$ cat config.mk
export PLATFORM = sky130hd
export DESIGN_NAME = fetch_ctrl
export DESIGN_NICKNAME = d
export VERILOG_FILES = /design/src/rtl/fetch_ctrl.sv
export SDC_FILE = /design/constraint.sdc
export NUM_CORES = 1
export LEC_CHECK = 0
export CAP_MARGIN = 40
export CORE_ASPECT_RATIO = 0.9
export CORE_UTILIZATION = 30
export CTS_CLUSTER_SIZE = 24
export DETAILED_ROUTE_END_ITERATION = 6
export GPL_TIMING_DRIVEN = 0
export PLACE_DENSITY = 0.67
export SLEW_MARGIN = 20
export SYNTH_ARGS = -nofsm -noshare
export SYNTH_HDL_FRONTEND = slang
export SYNTH_SLANG_ARGS = --single-unit
$ cat constraint.sdc
create_clock -name clk -period 4.1 [get_ports clk]
set_clock_uncertainty 0.05 [all_clocks]
set_input_delay 0.82 -clock clk [delete_from_list [all_inputs] [get_ports clk]]
set_output_delay 0.82 -clock clk [all_outputs]
set_load 0.03 [all_outputs]
$ cat src/rtl/fetch_ctrl.sv
// Instruction fetch stage controller: boot delay, sequential fetch, stall hold,
// branch redirect and squash, with a registered IF/ID latch and fetch counter.
module fetch_ctrl #(
  parameter logic [7:0]  PC_RESET    = 8'h00,
  parameter logic [31:0] NOP         = 32'h0000_0013,
  parameter int          BOOT_CYCLES = 2
) (
  input  logic        clk,
  input  logic        res,
  input  logic        stall,
  input  logic        br_taken,
  input  logic [7:0]  br_target,
  input  logic        flush,
  input  logic [31:0] instruction,
  output logic [7:0]  pc,
  output logic [31:0] if_id,
  output logic        if_valid,
  output logic        boot_done,
  output logic [15:0] fetch_count
);

  typedef enum logic [1:0] {BOOT = 2'd0, RUN = 2'd1, STALL = 2'd2} state_t;

  localparam logic [3:0] BOOT_LOAD = 4'(BOOT_CYCLES - 1);

  state_t      state, state_nxt;
  logic [3:0]  boot_cnt, boot_cnt_nxt;
  logic [7:0]  pc_nxt;
  logic [31:0] if_id_nxt;
  logic        if_valid_nxt, boot_done_nxt;
  logic [15:0] fetch_count_nxt;

  always_ff @(posedge clk) begin
    if (res) state <= BOOT;
    else     state <= state_nxt;
  end

  always_comb begin
    state_nxt = BOOT;
    case (state)
      BOOT:      state_nxt = (boot_cnt == 4'd0) ? RUN : BOOT;
      RUN, STALL: begin
        if (br_taken || flush) state_nxt = RUN;
        else if (stall)        state_nxt = STALL;
        else                   state_nxt = RUN;
      end
      default:   state_nxt = BOOT;
    endcase
  end

  // RUN and STALL share datapath behaviour; STALL only records that we are holding.
  always_comb begin
    pc_nxt          = pc;
    if_id_nxt       = if_id;
    if_valid_nxt    = if_valid;
    boot_done_nxt   = boot_done;
    fetch_count_nxt = fetch_count;
    boot_cnt_nxt    = boot_cnt;
    case (state)
      BOOT: begin
        if_id_nxt    = NOP;
        if_valid_nxt = 1'b0;
        if (boot_cnt == 4'd0) boot_done_nxt = 1'b1;
        else                  boot_cnt_nxt  = boot_cnt - 4'd1;
      end
      RUN, STALL: begin
        if (br_taken) begin
          pc_nxt       = br_target;
          if_id_nxt    = NOP;
          if_valid_nxt = 1'b0;
        end else if (flush) begin
          if_id_nxt    = NOP;
          if_valid_nxt = 1'b0;
        end else if (!stall) begin
          pc_nxt          = pc + 8'd1;
          if_id_nxt       = instruction;
          if_valid_nxt    = 1'b1;
          fetch_count_nxt = fetch_count + 16'd1;
        end
      end
      default: begin
        if_id_nxt    = NOP;
        if_valid_nxt = 1'b0;
        boot_cnt_nxt = BOOT_LOAD;
      end
    endcase
  end

  always_ff @(posedge clk) begin
    if (res) begin
      pc          <= PC_RESET;
      if_id       <= NOP;
      if_valid    <= 1'b0;
      boot_done   <= 1'b0;
      fetch_count <= 16'd0;
      boot_cnt    <= BOOT_LOAD;
    end else begin
      pc          <= pc_nxt;
      if_id       <= if_id_nxt;
      if_valid    <= if_valid_nxt;
      boot_done   <= boot_done_nxt;
      fetch_count <= fetch_count_nxt;
      boot_cnt    <= boot_cnt_nxt;
    end
  end

endmodule

; ---- Word-level counts from Yosys, hierarchy flattened
; Index checks and enable logic that the tools add are counted.
[classes]
addsub = 3
n_eq_ne = 5
muxes = 9
n_bitwise = 4
reduce_logical = 9
[op_table]
columns = op, n
row1 = two-way mux 8 bit, 3
row2 = "adder 16 x 1 -> 16 bit, second input constant", 1
row3 = "adder 8 x 1 -> 8 bit, second input constant", 1
row4 = case mux 4 bit (2 select lines), 1
row5 = zero test 4 bit, 1
row6 = two-way mux 2 bit, 2
row7 = two-way mux 4 bit, 1
row8 = "inequality test 2 bit, second input constant", 2
row9 = NOT 1 bit, 4
row10 = case mux 2 bit (2 select lines), 1
row11 = AND reduction 2 bit, 2
row12 = AND reduction 4 bit, 1
row13 = OR reduction 4 bit, 1
row14 = "subtractor 4 x 1 -> 4 bit, second input constant", 1
row15 = AND reduction 3 bit, 1
row16 = "== test 2 x 1 -> 1 bit, second input constant", 1
row17 = "== test 2 bit, second input constant", 1
row18 = zero test 2 bit, 1
row19 = "inequality test 2 x 1 -> 1 bit, second input constant", 1
row20 = OR reduction 2 bit, 1
row21 = logical OR 1 bit, 1
row22 = two-way mux 1 bit, 1
[word_totals]
ff_bits = 64
inputBits = 45
output_inout_bits = 58
wordCells = 37

; ---- Logic depth before layout (Yosys ltp)
[logic_depth]
ltp_word = 4
ltp_mapped = 7

; ---- Worst setup path before layout
; No wires, ideal clock.
[synth_path]
path_type = input port to flip-flop
startpoint = input port stall
endpoint = register fetch_count[13]
setup_ps = 70
arrival_time_ps = 1810
required_ps = 3980
setup_slack_ps = 2170
stages = 5
cell_sequence = nor4b_4 > buf_6 > nand3_4 > or3_1 > a21oi_1
[synth_between]
elab_chain_len = 2
[synth_lines]
columns = item, line
row1 = from (decl), 10  ; input logic stall,
row2 = NOT 1 bit (no source line), n/a
row3 = AND reduction 4 bit (no source line), n/a
row4 = to (signal assigned), 102  ; fetch_count <= fetch_count_nxt;
row5 = to (decl), 19  ; output logic [15:0] fetch_count
; Every way passes these cells.
; A chain may end at the register's enable or synchronous reset.

; ---- Worst setup path after layout
[layout_path]
startpoint = register pc[4]
endpoint = output port pc[4]
[layout_rtl]
columns = item, line
row1 = from (decl), 15  ; output logic [7:0] pc,
row2 = from (signal assigned), 98  ; pc <= pc_nxt;
; No word-level cell between the ends.

==> metrics <==
clock share of power between 30% and 40%; final period utilization ~58%; area of the multi-input gates 0.00133 mm2; Worst-Skew Late Latency about 0.34 ns; Top FF cell, synth dfxtp_1; Synth Register Bits 64; Inserted Diodes 0; P_leak roughly 1.5 nW; gr usage total between 15 and 20%; Worst Setup End Kind output pin; clock sink count 64; Avg Vias per Cell between 4 and 5; mean post-synth cell area around 9.3 um2; Cells after Synth about 290; DIE WIDTH just over 100 um; PD cells 411 mW/mm2; DRC Markers 0; R2R setup slack between 2 and 2.5 ns; Setup Crit Path Kind reg -> out; clock slew at reported path FFs around 0.080 ns; worst hold-check path type reg -> reg; DR iter-0 viols 62; drt first pass iters 4; status complete, no violations; Synth Net Count roughly 340; die area 0.00939 mm2; most common cell after layout, fill and taps aside clkdlybuf4s50_1; multiplexer area fraction after synthesis between 10% and 20%; Synth Area in XOR/XNOR roughly 3.2%; Tmin final 2.39 ns; switching share of total power roughly 29%; Max Cap Violations 0; CTS Hold Bufs 0; TritonCTS Buffers 9; gp weighted congestion ~0.80; WP data required ~3.2 ns; WP buf/inv 1; f_max about 420 MHz; commonest cells after routing, fill and taps aside clkdlybuf4s50_1, dfxtp_1, nor2_1; Root Buffer Master clkbuf_8; Worst Setup Start Kind register; Internal roughly 1.2 mW; initial antenna violation count 0; Cell Area, Synth 0.00270 mm2; core area roughly 0.0086 mm2; largest family of logic cells by synthesized area simple AND/OR/NAND/NOR gates; clock tree buffer depth 2; Post-synth EDFFs 0; Cell Chain, Critical Path clkdlybuf4s50_1; top-area cell type share of the netlist area roughly 47%; Min-Delay Path Depth 2; Setup Buffers After CTS 0; post-cts sizing count 0; max_slew headroom between 60% and 70%; final slew viol count 0; global route overflow 0; crit-path max cell delay slightly above 0.7 ns; Fin. Hold Viols 0; initial core utilization a little under a third; number of synthesis warnings 0; DR vias approximately 2500; vias in the first global route roughly 2400; Setup violations, final 0; drt wl/cell approximately 13 um; r2r endpoint if_id[26]; combinational group share of total power between 20% and 30%; DRT antenna net count 0; CTS tree built; Seq/Total Area, Yosys 47.4%; DP HPWL just over 5 mm; ys async rst share 0%; Crit Reg-Reg Startpoint state[0]; num rows 32; nets approximately 450; Psw between 0.4 and 0.5 mW; Final Worst Setup Slack roughly 1.7 ns; post-synthesis adder-cell area fraction between 2 and 2.5%; Compound-Gate Fraction of Synth Area 10.4%; Reg power frac 41.7%; Slew @ Worst Pin 0.554 ns; die span in y between 90 and 100 um; post-synth top area cell dfxtp_1; Hold EP if_valid; TNS Setup 0 ns; delay-heaviest family, CP buffers and inverters; Peak VDD IR 0.000185 V; Register Area ~0.0013 mm2; Netlist cell types between 40 and 50; Worst Min Path Start if_valid; # H-tree levels 3; # IOs roughly 100; Total Routed Length roughly 6.9 mm; Crit-path slowest cell clkdlybuf4s50_1; dpl ws roughly 1.5 ns; top post-synthesis cells by area dfxtp_1, mux2i_1, nor2_1; synthesis-to-layout area growth 51.7%; Post-Synth Simple-Gate Area between 20% and 30%; filler instances 886; Worst EP arrival about 1.5 ns; first-pass GRT wire length ~11 mm; largest net degree at the start of global routing 13; PortBufs approximately 100; critical path fanouts, max 7; RSZ-0062 raised after global routing false; r2r worst-path depth 6; share of post-route cells with drive strength above 1 slightly above 6%
-- worst max-delay path by stage --
stage,startpoint,endpoint,cells after the start
2_1_floorplan,stall,fetch_count[13],5
3_3_place_gp,res,fetch_count[1],4
3_5_place_dp,stall,fetch_count[13],6
4_1_cts,pc[4],pc[4],1
5_1_grt,res,pc[3],4
6_report,pc[4],pc[4],1
-- synth_stat cells, drive strengths merged (2+ instances only) --
master  instances
a31oi           2
mux2i          31
nand2b          2
clkbuf         11
o21bai          3
nand3b          2
or3             7
buf             5
a211o           3
nor2b           4
nor2           55
o21a            2
dfxtp          64
and3            5
nor4            2
nand3           8
xnor2           2
a22oi           2
and4            2
o21ai          10
or4             2
nand4           7
inv             6
xor2            8
and2            2
a22o            2
a21oi          13
ha              5
o32ai           2
nand2          13
-- stage by stage --
step,hold WS (ns),instance area (um2),util (%),instances,power [mW]
floorplan,0.402,2700,-,291,0.943
global placement,0.389,3870,44.8,512,1.07
detailed placement,0.395,3870,44.8,512,1.08
CTS,0.406,4100,47.4,528,1.71
global route,0.449,4100,47.4,528,1.77
finish,0.406,4100,47.4,528,1.68
-- registers in the layout, summed over array words and instances, names as in the netlist --
register and count:
if_valid 1, boot_done 1, pc 8, boot_cnt 4
fetch_count 16, state 2, if_id 32
-- logic make-up after synthesis --
| family | count (synthesis) |
|---|---|
| DFF | 64 |
| muxes | 31 |
| adders and majority gates | 5 |
| buffers and inverters | 22 |
| AOI/OAI and AO/OA | 44 |
| xor gates and xnor gates | 10 |
| and+or+nand+nor | 115 |
-- final cells by class --
class	count	share of cell area, %
Sequential cell	64	31.2
Clock inverter	6	2.20
Buffer	16	1.77
Inverter	6	0.549
Timing Repair Buffer	102	24.9
Clock buffer	10	3.36
Multi-Input combinational cell	205	32.3
Tap cell	119	3.63
-- power groups by stage --
stage | sequential, mW | combinational (mW) | clock, mW
2_1_floorplan | 0.750 | 0.193 | 0
3_3_place_gp | 0.714 | 0.358 | 0
3_5_place_dp | 0.717 | 0.366 | 0
4_1_cts | 0.702 | 0.368 | 0.635
5_1_grt | 0.710 | 0.400 | 0.656
6_report | 0.703 | 0.363 | 0.619
-- per-layer routing --
| layer | GRT usage, % | part of all wire [%] |
|---|---|---|
| met1 | 17.0 | 42 |
| met2 | 25.6 | 47 |
| met3 | 7.55 | 9.4 |
| met4 | 3.93 | 1.0 |
| met5 | 0 | 0 |
No activity file was read; power rests on OpenSTA's default activity.
